**src/rtl/piece_spawner_pkg.sv**
```systemverilog
// rtl/piece_spawner_pkg.sv - piece types, FSM states, LFSR taps and spawn shape lookup
package tetris_pkg;

    typedef enum logic [2:0] {
        LINE      = 3'd0,
        SMASHBOY  = 3'd1,
        L         = 3'd2,
        REVERSE_L = 3'd3,
        S         = 3'd4,
        Z         = 3'd5,
        T         = 3'd6
    } block_t;

    typedef enum logic [1:0] {
        INIT_DRAW = 2'd0,
        IDLE      = 2'd1,
        EMIT      = 2'd2,
        DRAW      = 2'd3
    } spawn_state_t;

    localparam int NUM_PIECES = 7;
    // Fibonacci feedback from bits 7,5,4,3 for x^8+x^6+x^5+x^4+1
    localparam logic [7:0] LFSR_TAPS = 8'hB8;
    localparam int MASK_ROWS = 4;
    localparam int MAX_COLS  = 64;

    typedef logic [MASK_ROWS-1:0][MAX_COLS-1:0] shape_rows_t;

    // Every piece lives in the top four rows; callers slice the columns to their board width.
    function automatic shape_rows_t shape_mask(block_t piece, logic [5:0] c);
        shape_rows_t m;
        m = '0;
        case (piece)
            LINE:      begin m[0][c] = 1'b1; m[1][c] = 1'b1; m[2][c] = 1'b1; m[3][c] = 1'b1; end
            SMASHBOY:  begin m[0][c] = 1'b1; m[0][c+6'd1] = 1'b1; m[1][c] = 1'b1; m[1][c+6'd1] = 1'b1; end
            L:         begin m[0][c] = 1'b1; m[1][c] = 1'b1; m[2][c] = 1'b1; m[2][c+6'd1] = 1'b1; end
            REVERSE_L: begin m[0][c+6'd1] = 1'b1; m[1][c+6'd1] = 1'b1; m[2][c+6'd1] = 1'b1; m[2][c] = 1'b1; end
            S:         begin m[0][c+6'd2] = 1'b1; m[0][c+6'd1] = 1'b1; m[1][c+6'd1] = 1'b1; m[1][c] = 1'b1; end
            Z:         begin m[0][c] = 1'b1; m[0][c+6'd1] = 1'b1; m[1][c+6'd1] = 1'b1; m[1][c+6'd2] = 1'b1; end
            T:         begin m[0][c] = 1'b1; m[1][c-6'd1] = 1'b1; m[1][c] = 1'b1; m[1][c+6'd1] = 1'b1; end
            default:   m = '0;
        endcase
        return m;
    endfunction

endpackage

```
**src/rtl/piece_spawner_if.sv**
```systemverilog
// rtl/piece_spawner_if.sv - spawn request/response bundle between game control and spawner
interface piece_spawner_if #(
    parameter int GRID_W = 10,
    parameter int GRID_H = 22
);
    logic                           spawn_req;
    logic [GRID_H-1:0][GRID_W-1:0]  board_in;
    logic                           ready;
    logic                           spawn_valid;
    logic [GRID_H-1:0][GRID_W-1:0]  spawn_mask;
    logic [2:0]                     piece_id;
    logic [2:0]                     next_piece;
    logic                           collision;
    logic                           game_over;

    modport master (
        output spawn_req, board_in,
        input  ready, spawn_valid, spawn_mask, piece_id, next_piece, collision, game_over
    );

    modport slave (
        input  spawn_req, board_in,
        output ready, spawn_valid, spawn_mask, piece_id, next_piece, collision, game_over
    );
endinterface

```
**src/rtl/tetromino_bag.sv**
```systemverilog
// rtl/tetromino_bag.sv - free-running LFSR feeding a 7-bag draw with bounded retries
module tetromino_bag
    import tetris_pkg::*;
#(
    parameter logic [7:0] LFSR_SEED = 8'hA5
) (
    input  logic       clk,
    input  logic       rst,
    input  logic       draw_start,
    output logic       draw_done,
    output logic [2:0] pick
);

    logic [7:0] lfsr;
    logic [6:0] bag_used;
    logic [2:0] retry;
    logic [2:0] cand;
    logic       cand_ok;
    logic [2:0] lowest;
    logic [6:0] bag_set;

    assign cand = lfsr[2:0];
    // Id 7 is treated as permanently used so it can never be accepted.
    assign cand_ok = ~({1'b1, bag_used} >> cand) & 1'b1 ? 1'b1 : 1'b0;

    always_comb begin
        lowest = 3'd0;
        casez (bag_used)
            7'b??????0: lowest = 3'd0;
            7'b?????01: lowest = 3'd1;
            7'b????011: lowest = 3'd2;
            7'b???0111: lowest = 3'd3;
            7'b??01111: lowest = 3'd4;
            7'b?011111: lowest = 3'd5;
            7'b0111111: lowest = 3'd6;
            default:    lowest = 3'd0;
        endcase
    end

    always_comb begin
        draw_done = 1'b0;
        pick      = cand;
        if (draw_start) begin
            if (retry == 3'd7) begin
                draw_done = 1'b1;
                pick      = lowest;
            end else if (cand_ok) begin
                draw_done = 1'b1;
            end
        end
    end

    assign bag_set = bag_used | (7'd1 << pick);

    always_ff @(posedge clk or posedge rst) begin
        if (rst) begin
            lfsr     <= LFSR_SEED;
            bag_used <= '0;
            retry    <= '0;
        end else begin
            lfsr <= {lfsr[6:0], ^(lfsr & LFSR_TAPS)};
            if (draw_done) begin
                retry    <= '0;
                bag_used <= (bag_set == 7'h7F) ? 7'h00 : bag_set;
            end else if (draw_start) begin
                retry <= retry + 3'd1;
            end
        end
    end

endmodule

```
**src/rtl/piece_spawner.sv**
```systemverilog
// rtl/piece_spawner.sv - spawn FSM: preview refill, mask build, collision and game over
module piece_spawner
    import tetris_pkg::*;
#(
    parameter int         GRID_W    = 10,
    parameter int         GRID_H    = 22,
    parameter int         SPAWN_COL = 4,
    parameter logic [7:0] LFSR_SEED = 8'hA5
) (
    input  logic            clk,
    input  logic            rst,
    piece_spawner_if.slave  bus
);

    localparam logic [5:0] ANCHOR = 6'(SPAWN_COL);

    spawn_state_t                  state, state_nx;
    block_t                        next_q;
    logic [2:0]                    piece_q;
    logic [GRID_H-1:0][GRID_W-1:0] mask_q;
    logic                          coll_q;
    logic                          go_q;
    logic                          draw_start;
    logic                          draw_done;
    logic [2:0]                    pick;
    logic                          accept;
    shape_rows_t                   rows;
    logic [GRID_H-1:0][GRID_W-1:0] shape;
    logic                          collision;

    tetromino_bag #(.LFSR_SEED(LFSR_SEED)) u_bag (
        .clk        (clk),
        .rst        (rst),
        .draw_start (draw_start),
        .draw_done  (draw_done),
        .pick       (pick)
    );

    assign rows = shape_mask(next_q, ANCHOR);

    for (genvar r = 0; r < GRID_H; r++) begin : g_rows
        if (r < MASK_ROWS) begin : g_shape
            assign shape[r] = rows[r][GRID_W-1:0];
        end else begin : g_blank
            assign shape[r] = '0;
        end
    end

    assign collision = |(shape & bus.board_in);

    always_ff @(posedge clk or posedge rst) begin
        if (rst) state <= INIT_DRAW;
        else     state <= state_nx;
    end

    always_comb begin
        state_nx   = state;
        draw_start = 1'b0;
        accept     = 1'b0;
        case (state)
            INIT_DRAW, DRAW: begin
                draw_start = 1'b1;
                if (draw_done) state_nx = IDLE;
            end
            IDLE: begin
                if (bus.spawn_req && !go_q) begin
                    accept   = 1'b1;
                    state_nx = EMIT;
                end
            end
            EMIT:    state_nx = DRAW;
            default: state_nx = INIT_DRAW;
        endcase
    end

    // Spawn results are captured at the accept edge so they are valid throughout EMIT.
    always_ff @(posedge clk or posedge rst) begin
        if (rst) begin
            next_q  <= LINE;
            piece_q <= '0;
            mask_q  <= '0;
            coll_q  <= 1'b0;
            go_q    <= 1'b0;
        end else begin
            if (draw_done) next_q <= block_t'(pick);
            if (accept) begin
                piece_q <= next_q;
                mask_q  <= shape;
                coll_q  <= collision;
                if (collision) go_q <= 1'b1;
            end
        end
    end

    assign bus.ready       = (state == IDLE);
    assign bus.spawn_valid = (state == EMIT);
    assign bus.spawn_mask  = mask_q;
    assign bus.piece_id    = piece_q;
    assign bus.next_piece  = next_q;
    assign bus.collision   = coll_q;
    assign bus.game_over   = go_q;

endmodule

```
**src/flat_wrapper.sv**
```systemverilog
// flat-port wrapper written by rule: the top's interface ports become plain ports
module piece_spawner_flat import tetris_pkg::*;
#(
    parameter int         GRID_W    = 10,
    parameter int         GRID_H    = 22,
    parameter int         SPAWN_COL = 4,
    parameter logic [7:0] LFSR_SEED = 8'hA5
)
  (clk, rst, bus_spawn_req, bus_board_in, bus_ready, bus_spawn_valid, bus_spawn_mask, bus_piece_id, bus_next_piece, bus_collision, bus_game_over);
  piece_spawner_if #(.GRID_W(GRID_W), .GRID_H(GRID_H)) bus_i ();
  input  logic clk;
  input  logic rst;
  input wire logic [$bits(bus_i.spawn_req)-1:0] bus_spawn_req;
  input wire logic [$bits(bus_i.board_in)-1:0] bus_board_in;
  output wire logic [$bits(bus_i.ready)-1:0] bus_ready;
  output wire logic [$bits(bus_i.spawn_valid)-1:0] bus_spawn_valid;
  output wire logic [$bits(bus_i.spawn_mask)-1:0] bus_spawn_mask;
  output wire logic [$bits(bus_i.piece_id)-1:0] bus_piece_id;
  output wire logic [$bits(bus_i.next_piece)-1:0] bus_next_piece;
  output wire logic [$bits(bus_i.collision)-1:0] bus_collision;
  output wire logic [$bits(bus_i.game_over)-1:0] bus_game_over;
  assign bus_i.spawn_req = bus_spawn_req;
  assign bus_i.board_in = bus_board_in;
  assign bus_ready = bus_i.ready;
  assign bus_spawn_valid = bus_i.spawn_valid;
  assign bus_spawn_mask = bus_i.spawn_mask;
  assign bus_piece_id = bus_i.piece_id;
  assign bus_next_piece = bus_i.next_piece;
  assign bus_collision = bus_i.collision;
  assign bus_game_over = bus_i.game_over;
  piece_spawner #(.GRID_W(GRID_W), .GRID_H(GRID_H), .SPAWN_COL(SPAWN_COL), .LFSR_SEED(LFSR_SEED)) u_core (.clk(clk), .rst(rst), .bus(bus_i));
endmodule
```
**config.mk**
```make
export PLATFORM = sky130hd
export DESIGN_NAME = piece_spawner_flat
export DESIGN_NICKNAME = d
export VERILOG_FILES = /design/src/rtl/piece_spawner_pkg.sv /design/src/rtl/piece_spawner_if.sv /design/src/rtl/tetromino_bag.sv /design/src/rtl/piece_spawner.sv /design/src/flat_wrapper.sv
export SDC_FILE = /design/constraint.sdc
export NUM_CORES = 1
export LEC_CHECK = 0
export ABC_CLOCK_PERIOD_IN_PS = 2100
export CAP_MARGIN = 15
export CORE_AREA = 4 4 174 176
export DETAILED_ROUTE_END_ITERATION = 6
export DIE_AREA = 0 0 178 180
export GPL_ROUTABILITY_DRIVEN = 0
export GPL_TIMING_DRIVEN = 0
export SYNTH_ARGS = -nofsm -noshare
export SYNTH_HDL_FRONTEND = slang
export SYNTH_SLANG_ARGS = --single-unit
```
**constraint.sdc**
```tcl
create_clock -name clk -period 2.1 [get_ports clk]
set_clock_uncertainty 0.15 [all_clocks]
set_input_delay 0.63 -clock clk [delete_from_list [all_inputs] [get_ports clk]]
set_output_delay 0.63 -clock clk [all_outputs]
set_load 0.02 [all_outputs]
```
==> results of run 1 <==
==> worst max-delay path: cells and delay by family, from the launching register on <==
kind            cells  cell delay, ps
compound gates      3             420
simple gates        2             260
buf+inv             2             280
flops               1             560
mux                 1             520
==> power groups by stage <==
| stage | sequential [mW] | clock (mW) | combinational [mW] |
|---|---|---|---|
| after floorplan | 1.20 | 0 | 1.36 |
| after global placement | 1.09 | 0 | 2.05 |
| after detailed placement | 1.11 | 0 | 2.08 |
| after CTS | 1.09 | 0.766 | 2.16 |
| after global routing | 1.12 | 0.790 | 2.44 |
| final | 1.09 | 0.733 | 2.21 |
==> placed cells by master, fill, tap and decap left out, types with 7 or more instances in the layout <==
cell / netlist / routed
inv_1: 9 / 7
nand2_1: 26 / 26
a21oi_2: 0 / 7
conb_1: 1 / 210
clkdlybuf4s50_1: 0 / 21
dlygate4sd2_1: 0 / 8
buf_4: 210 / 221
o21ai_0: 13 / 12
a21oi_1: 20 / 12
dfrtp_1: 34 / 34
==> what timing repair did <==
| action | in CTS | in global routing |
|---|---|---|
| pin swaps | 9 | 7 |
| setup buffers | 11 | 2 |
| gates cloned | 0 | 0 |
| setup endpoints to repair | 20 | 19 |
| resized for setup | 36 | 15 |
==> final timing paths <==
check | to | slack (ps) | cells after the start
min in group asynchronous | u_core.bus.spawn_mask[6] | 780 | 2
min reg2reg | u_core.u_bag.lfsr[7] | 200 | 0
min | u_core.u_bag.lfsr[7] | 200 | 0
max reg2reg | u_core.u_bag.bag_used[6] | -220 | 8
max | u_core.u_bag.bag_used[6] | -220 | 8
max in group asynchronous | u_core.bus.spawn_mask[34] | 510 | 2
==> per-stage QoR <==
stage	setup slack, ps	setup TNS, ps	cells	instance area [um^2]
after floorplan	-214.5	-1502	615	4354
after global placement	-493.2	-23500	1031	5155
after detailed placement	-537.1	-6779	1031	5155
after CTS	-285.2	-1883	1049	5469
after global routing	-311.9	-1993	1051	5537
final	-216.1	-1357	1051	5537
==> per-layer routing <==
metal  GRT usage [%]  part of all wire [%]  wire length [um]  vias to the layer above
met5               0                     0                 0                        -
met4          0.8973                  0.46                40                        0
met3           3.361                    19              1656                        6
met2           8.063                    43              3740                      200
met1           5.395                    37              3168                     1147
li1                -                     -                 -                     1454
==> flip-flops by register name (all words and copies together) (netlist names) <==
register               cells
u_core.u_bag.bag_used      7
u_core.state               2
u_core.u_bag.retry         3
u_core.bus.collision       1
u_core.bus.spawn_mask     10
u_core.u_bag.lfsr          8
u_core.bus.game_over       1
u_core.bus.next_piece      3
u_core.bus.piece_id        3
==> logic make-up after synthesis <==
logic type | synth area share, %
buffers and inverters | 46.54
AO/OA/AOI/OAI | 12.64
AND/OR/NAND/NOR | 8.651
flip-flops | 26.98
adder cells (fa/ha/maj) | 2.119
multiplexers | 2.224
XOR/XNOR | 0.7417
other | 0.1058
==> cell type report <==
type	instances	area [um^2]	share of cell area, %
clock inverters	1	5.005	0.09040
clock buffers	7	142.6	2.576
repair buffers	45	424.2	7.661
inverters	9	37.54	0.6780
multi-input cells	350	1872	33.81
well taps	384	480.5	8.678
plain buffers	217	1619	29.24
flip-flops and latches	38	955.9	17.27
==> impl_metrics.json, run 1 <==
{
  "yosys_warnings": 0,
  "cts_tree": "yes",
  "yosysUniqueCellTypes": 50,
  "cp-end-kind": "flip-flop",
  "clkLatencyLatePin_ps": 280,
  "htree_levels": 2,
  "netlist_area_um2": 3543,
  "die_w_um": 178,
  "fin_crit_sh_pct": 110.3,
  "syn_inst": 406,
  "cts_buffers": 5,
  "rsz0062_at_grt": "yes",
  "core_area_um2": 28630,
  "min_path_type": "flip-flop to flip-flop",
  "min_period_ps": 2316,
  "synth.yosys.seq_area_share_pct": 26.98,
  "p_int_mw": 2.347,
  "cts_root_buf": "clkbuf_16",
  "sequentialPowerShare_pct": 27.0,
  "cp.arrival_ps": 2320,
  "n_fill_cell": 3148,
  "cp_slowest_stage_delay_ps": 560,
  "r2r-start": "u_core.u_bag.lfsr[0]",
  "synth_top_area_share_pct": 44.49,
  "finalHoldViolCount": 0,
  "setup_viol": 7,
  "hpwlAfterDp_um": 7111,
  "peakVddDrop_uv": 289.2,
  "drt_iter0_markers": 128,
  "cts.sinks": 38,
  "report.power.total_mw": 4.029,
  "start_util_pct": 12.38,
  "grt_util_all_layers_pct": 4.953,
  "yosys-top-cells-count": "buf_4 (210), dfrtp_1 (34), nand2_1 (26)",
  "hold_ws_ps": 199.5,
  "clockBufferDepth": 2,
  "synth_most_common_cell": "buf_4",
  "violations": "setup timing",
  "synth_area_leaders": "buf_4 (44%), dfrtp_1 (24%), dfstp_2 (3.0%), a21oi_1 (2.8%), nand2_1 (2.8%)",
  "path_class": "flip-flop to flip-flop",
  "vias_per_cell": 2.671,
  "areaGrowthSynthToFinish_pct": 56.25,
  "syn_area_per_cell_um2": 8.728,
  "p_per_area_nw_per_um2": 727.7,
  "grt_max_degree": 39,
  "hold_buffers": 0,
  "drive_above_1_share_pct": 41.53,
  "synthArstFlopShare_pct": 100.0,
  "startpoint_type": "flip-flop",
  "design.die.area_um2": 32040,
  "drt_drc_violations_left": 0,
  "antenna_found_initial": 0,
  "path_clk_slew_ps": 50,
  "crit_chain": "mux4_2 -> nand2_1 -> and3_4 -> buf_8 -> o211ai_1 -> a22oi_4 -> buf_12 -> a21oi_2",
  "fin_util_pct": 19.34,
  "crit_fanout": 10,
  "p_leak_nw": 3.032,
  "yosys.area.top_type": "buf_4",
  "min_from": "u_core.u_bag.lfsr[6]",
  "status": "finished, violations left",
  "firstDrtPassIters": 4,
  "switching_share_pct": 41.75,
  "max-cap-violations": 0,
  "portBuffers": 32,
  "grt_pass1_vias": 2571,
  "max_freq_mhz": 431.8,
  "synth_flop_cell": "dfrtp_1",
  "startpoint": "u_core.u_bag.lfsr[0]",
  "layout_setup_ws_ps": -216.1,
  "routed_wl_um": 8605,
  "clock_power_share_pct": 18.2,
  "ant_nets": 0,
  "boundaryPins": 453,
  "slew-limit-headroom_pct": 46.88,
  "slowest_stage": "dfstp_2",
  "grt_pass1_wl_um": 12860,
  "worstMarginPinSlew_ps": 795.7,
  "power.switching_mw": 1.682,
  "synth-edff-count": 0,
  "drv_slew": 0,
  "synth_seq_cells": 38,
  "vias": 2807,
  "p_comb_share_pct": 54.8,
  "required_ps": 2110,
  "rows": 62,
  "wl_per_cell_um": 8.187,
  "final_nets": 895,
  "diodes": 0,
  "grt_overflow": 0,
  "die_h_um": 180
}
Note: power is estimated with default switching activity, not from simulation.
==> run 2: changes to the inputs <==
--- a/config.mk
+++ b/config.mk
@@ -7,11 +7,12 @@
 export LEC_CHECK = 0
 export ABC_CLOCK_PERIOD_IN_PS = 2100
 export CAP_MARGIN = 15
-export CORE_AREA = 4 4 174 176
+export CORE_AREA = 4 4 175 177
 export DETAILED_ROUTE_END_ITERATION = 6
-export DIE_AREA = 0 0 178 180
+export DIE_AREA = 0 0 179 181
 export GPL_ROUTABILITY_DRIVEN = 0
 export GPL_TIMING_DRIVEN = 0
 export SYNTH_ARGS = -nofsm -noshare
 export SYNTH_HDL_FRONTEND = slang
+export SYNTH_HIERARCHICAL = 1
 export SYNTH_SLANG_ARGS = --single-unit
==> run 2 against run 1 <==
The flow still finishes with violations (setup timing). Combinational power decreased by 12%. Non-clock buffer count rose by 3. First-iteration DRC count down 56%. Register-to-register slack lost 20 ps. Sequential share of layout area decreased by 0.29 points. Die area increased by 1.1%. Critical path type unchanged. Highest routed layer unchanged. Final area is 1.7% higher. Synthesized area up 1.0%.
==> impl_metrics.json, run 2 <==
{
  "status": "finished, violations left",
  "violations": "setup timing",
  "groute.layer.met1.usage_pct": 4.973,
  "drt_drc_violations_left": 0,
  "p_leak_nw": 3.133,
  "max_freq_mhz": 427.8,
  "largest_reg_flops": 10,
  "slowest_stage": "dfrtp_1",
  "final_common_cell": "buf_4",
  "multi_input_area_um2": 1879,
  "synth_area_leaders": "buf_4 (44%), dfrtp_1 (24%), dfstp_2 (2.9%), nand2_1 (2.9%), a21oi_1 (2.0%)",
  "die_h_um": 181,
  "crit_fanout": 7,
  "cts_buffers": 5,
  "n_fill_cell": 3206,
  "worstMarginPinSlew_ps": 777.3,
  "drive_above_1_share_pct": 41.82,
  "busiest_layer": "met2",
  "min_path_type": "flip-flop to flip-flop",
  "clockBufferDepth": 2,
  "firstDrtPassIters": 4,
  "path_buf_inv": 1,
  "setup_viol": 10,
  "antenna_found_initial": 0,
  "peakVddDrop_uv": 419.1,
  "regArea_um2": 955.9,
  "die_w_um": 179,
  "preCtsSetupSlack_ps": -318.8,
  "synth_flop_cell": "dfrtp_1",
  "cts_tree": "yes",
  "final_nets": 899,
  "routed_wl_um": 8311,
  "grt_pass1_vias": 2537,
  "design.die.area_um2": 32400,
  "cp-end-kind": "flip-flop",
  "cp_slowest_stage_delay_ps": 390,
  "rows": 63,
  "required_ps": 2150,
  "boundaryPins": 453,
  "cts.sinks": 38,
  "report.power.total_mw": 3.984,
  "yosys-top-cells-count": "buf_4 (211), dfrtp_1 (34), nand2_1 (28)",
  "vias_per_cell": 2.634,
  "grt_pass1_wl_um": 11980,
  "core_area_um2": 29240,
  "grt_overflow": 0,
  "hold_ws_ps": 208.3,
  "cts_root_buf": "clkbuf_16",
  "wl_per_cell_um": 7.826,
  "areaGrowthSynthToFinish_pct": 57.32,
  "ant_nets": 0,
  "path_clk_slew_ps": 60,
  "grt_use_met2_pct": 7.972,
  "fin_crit_sh_pct": 111.3,
  "finalHoldViolCount": 0,
  "diodes": 0,
  "use_met3_pct": 1.967,
  "min_period_ps": 2338,
  "hpwlAfterDp_um": 6815,
  "synth_top_area_share_pct": 44.25,
  "r2r_slack_ps": -240,
  "synth_seq_cells": 38,
  "max-cap-violations": 0,
  "layout_setup_ws_ps": -237.5,
  "start_util_pct": 12.24,
  "htree_levels": 2,
  "path_class": "flip-flop to flip-flop",
  "cp.arrival_ps": 2390,
  "yosys.area.top_type": "buf_4",
  "p_per_area_nw_per_um2": 707.5,
  "portBuffers": 32,
  "crit_family": "compound AO/OA/AOI/OAI gates",
  "grt_util_all_layers_pct": 4.475,
  "yosys_warnings": 6,
  "syn_area_per_cell_um2": 8.774,
  "startpoint_type": "flip-flop",
  "clkLatencyLatePin_ps": 280,
  "syn_inst": 408,
  "synth-edff-count": 0,
  "synthArstFlopShare_pct": 100.0,
  "grt_max_degree": 21,
  "synth_most_common_cell": "buf_4",
  "netlist_area_um2": 3580,
  "drv_slew": 0,
  "slew-limit-headroom_pct": 48.13,
  "vias": 2797,
  "crit_chain": "ha_2 -> ha_4 -> and4_4 -> a221oi_4 -> buf_6 -> nor3_2 -> o21a_1 -> o221a_4 -> a21oi_1",
  "synth.yosys.seq_area_share_pct": 26.70,
  "layout_common_cells": "buf_4 (223), conb_1 (210), dfrtp_1 (34)",
  "rsz0062_at_grt": "yes",
  "drt_iter0_markers": 56,
  "yosysUniqueCellTypes": 54
}
## run 2: logic make-up (layout without fill, tap and decap cells)
group	count (synthesis)	after routing	synth area share, %
adder cells (fa/ha/maj)	5	5	1.748
buffers and inverters	230	285	46.80
flip-flops	38	38	26.70
other	1	210	0.1048
AND/OR/NAND/NOR	69	69	10.07
XOR/XNOR	3	3	0.7341
multiplexers	9	9	3.006
AO/OA/AOI/OAI	53	53	10.84
## run 2: what timing repair did
item | in CTS | in global routing
hold buffers | 0 | 0
gates cloned | 1 | 0
pin swaps | 8 | 5
buffers inserted | 9 | 7
gates resized for setup | 18 | 15
endpoints found under the setup margin | 18 | 19
## run 2: final timing paths
kind	start	endpoint	depth (start not counted)
min reg2reg	u_core/u_bag/lfsr[6]	u_core/u_bag/lfsr[7]	0
min in group asynchronous	rst	u_core/u_bag/lfsr[4]	2
max	u_core/u_bag/retry[0]	u_core/u_bag/bag_used[1]	9
min	u_core/u_bag/lfsr[6]	u_core/u_bag/lfsr[7]	0
max in group asynchronous	rst	u_core/bus.next_piece[2]	2
max reg2reg	u_core/u_bag/retry[0]	u_core/u_bag/bag_used[1]	9
## run 2: area by class of cell
type | instances | share of cell area [%]
well taps | 390 | 8.665
multi-input cells | 349 | 33.37
inverters | 12 | 0.8443
plain buffers | 217 | 28.84
repair buffers | 48 | 7.865
clock inverters | 3 | 1.222
clock buffers | 5 | 2.222
flip-flops and latches | 38 | 16.97
## run 2: metal layers
| metal | part of all wire, % | vias up | routed length (um) |
|---|---|---|---|
| met1 | 36 | 1143 | 2998 |
| met2 | 47 | 212 | 3906 |
| li1 | - | 1434 | - |
| met5 | 0 | - | 0 |
| met4 | 1.1 | 0 | 93 |
| met3 | 16 | 8 | 1314 |
## run 2: report_power, final
group / switching, mW / internal, mW / leakage [nW]
Clock: 0.294 / 0.682 / 0.0940
Sequential: 0.160 / 0.897 / 0.477
Combinational: 1.06 / 0.889 / 2.56
## run 2: metrics by stage
step	std cells	setup TNS [ps]	util [%]	cell area (um^2)
6_report	1062	-1867	19.26	5632
5_1_grt	1062	-2729	19.26	5632
4_1_cts	1057	-1818	19.00	5557
3_5_place_dp	1039	-4935	17.83	5215
3_3_place_gp	1039	-4278	17.83	5215
2_1_floorplan	617	-473.9	-	4407
==> run 3: changes to the inputs <==
--- a/config.mk
+++ b/config.mk
@@ -7,9 +7,10 @@
 export LEC_CHECK = 0
 export ABC_CLOCK_PERIOD_IN_PS = 2100
 export CAP_MARGIN = 15
-export CORE_AREA = 4 4 175 177
+export CORE_AREA = 4 4 174 176
 export DETAILED_ROUTE_END_ITERATION = 6
-export DIE_AREA = 0 0 179 181
+export DIE_AREA = 0 0 178 180
+export DONT_BUFFER_PORTS = 1
 export GPL_ROUTABILITY_DRIVEN = 0
 export GPL_TIMING_DRIVEN = 0
 export SYNTH_ARGS = -nofsm -noshare
==> run 3 against run 2 <==
The run still ends with setup timing left. Worst setup slack better by 13 ps. Wire length shrank 5.5%. Global-route usage decreased by 0.13 points. Die area is 1.1% lower. Clock power decreased by 29%. Critical endpoint is now u_core/u_bag/bag_used[5]. Highest routed layer is now met5.
==> impl_metrics.json, run 3 (synthesized netlist as in run 2, its figures left out) <==
{
  "rows": 62,
  "hold_ws_ps": 181.7,
  "finalHoldViolCount": 0,
  "grt_overflow": 0,
  "hold_buffers": 0,
  "diodes": 0,
  "cts.sinks": 38,
  "max-cap-violations": 0,
  "drive_above_1_share_pct": 42.97,
  "start_util_pct": 12.51,
  "grt_pass1_vias": 2251,
  "crit_fanout": 7,
  "stdcell_count": 1017,
  "portBuffers": 0,
  "cts_root_buf": "clkbuf_16",
  "min_period_ps": 2324,
  "design.die.area_um2": 32040,
  "wl_per_cell_um": 7.720,
  "path_class": "flip-flop to flip-flop",
  "routed_wl_um": 7851,
  "boundaryPins": 453,
  "clockBufferDepth": 2,
  "worstMarginPinSlew_ps": 769.1,
  "areaGrowthSynthToFinish_pct": 43.94,
  "layout_setup_ws_ps": -224.3,
  "layout_common_cells": "buf_4 (217), conb_1 (210), dfrtp_1 (33)",
  "htree_levels": 2,
  "peakVddDrop_uv": 332.4,
  "final_nets": 860,
  "startpoint": "u_core/u_bag/retry[1]",
  "drv_slew": 0,
  "r2r-start": "u_core/u_bag/retry[1]",
  "slew-limit-headroom_pct": 48.67,
  "drt_iter0_markers": 78,
  "final_common_cell": "buf_4",
  "ant_nets": 0,
  "dp.cells": 1001,
  "preCtsSetupSlack_ps": -320.9,
  "hpwlAfterDp_um": 6742,
  "max_freq_mhz": 430.2,
  "fin_util_pct": 18.00,
  "grt_pass1_wl_um": 11280,
  "violations": "setup timing",
  "min_path_type": "primary input to asynchronous set/reset pin",
  "drt_drc_violations_left": 0,
  "required_ps": 2110,
  "fin_crit_sh_pct": 110.7,
  "cp-end-kind": "flip-flop",
  "p_leak_nw": 2.907,
  "status": "finished, violations left",
  "setup_viol": 7,
  "clkLatencyLatePin_ps": 280,
  "largest_reg_flops": 10,
  "cp.arrival_ps": 2330,
  "grt_util_all_layers_pct": 4.342,
  "firstDrtPassIters": 4,
  "cts_buffers": 5,
  "rsz0062_at_grt": "yes",
  "grt_max_degree": 21,
  "vias": 2625,
  "die_h_um": 180,
  "vias_per_cell": 2.581,
  "core_area_um2": 28630,
  "cts_tree": "yes",
  "path_clk_slew_ps": 50,
  "startpoint_type": "flip-flop",
  "antenna_found_initial": 1,
  "p_per_area_nw_per_um2": 657.0,
  "die_w_um": 178
}
## run 3: cell types whose count changed in the layout (fill, tap and decap cells not counted), moves of 2 or more
cell             change
dlymetal6s2s_1       -2
buf_4                -6
clkbuf_1             +2
buf_2                -2
mux2_2               +3
clkdlybuf4s50_1     -27
dlygate4sd2_1        -2
bufinv_16            -2
mux2_4               -3
clkinv_2             +2
nand3_2              +2
## run 3: final cells by class
cell class                 instances  area, um^2
clock buffer                       6       128.9
fill                            3163       23470
sequential                        38       957.2
timing repair buffer               9       75.07
clock inverter                     2       10.01
inverter                          12       47.55
tap                              384       480.5
buffer                           217        1623
multi-input combinational        349        1831
## run 3: worst paths after layout
| check | slack (ps) | cells past startpoint | end |
|---|---|---|---|
| min in group clk | 200 | 0 | u_core/u_bag/lfsr[7] |
| min reg2reg | 200 | 0 | u_core/u_bag/lfsr[7] |
| min | 180 | 1 | u_core/u_bag/retry[0] |
| max reg2reg | -220 | 9 | u_core/u_bag/bag_used[5] |
| max in group asynchronous | 1040 | 1 | u_core/bus.next_piece[1] |
| max | -220 | 9 | u_core/u_bag/bag_used[5] |
## run 3: worst max-delay path, cell delays in order (launching register included)
cell and delay, ps:
dfrtp_1 380, ha_2 200, ha_4 170, and4_4 200
a221oi_4 290, buf_6 170, nand3_1 100, nor3_2 180
o221a_4 280, a21oi_1 80
## run 3: metal layers
metal / vias up / part of all wire, % / track usage (%)
li1: 1357 / - / -
met1: 1048 / 36 / 4.873
met2: 208 / 44 / 7.257
met3: 10 / 18 / 2.437
met4: 2 / 1.1 / 0.8045
met5: - / 0.17 / 0
## run 3: per-stage QoR
step | cell area, um^2 | TNS, ps | total power, mW
after floorplan | 4407 | -473.9 | 2.361
after global placement | 4887 | -2225 | 2.547
after detailed placement | 4887 | -2675 | 2.558
after CTS | 5119 | -2092 | 3.328
after global routing | 5152 | -2321 | 3.628
final | 5152 | -1539 | 3.385
## run 3: what timing repair did
| action | CTS | global route |
|---|---|---|
| buffers inserted | 6 | 3 |
| hold endpoints to repair | 0 | 0 |
| resized for setup | 10 | 6 |
| gates cloned | 0 | 0 |
| pin swaps | 6 | 0 |
| setup endpoints to repair | 12 | 25 |
## run 3: power breakdown
group	switching, mW	internal (mW)	total, mW
Clock	0.261	0.435	0.696
Combinational	0.826	0.661	1.49
Sequential	0.304	0.897	1.20
Total	1.39	1.99	3.38
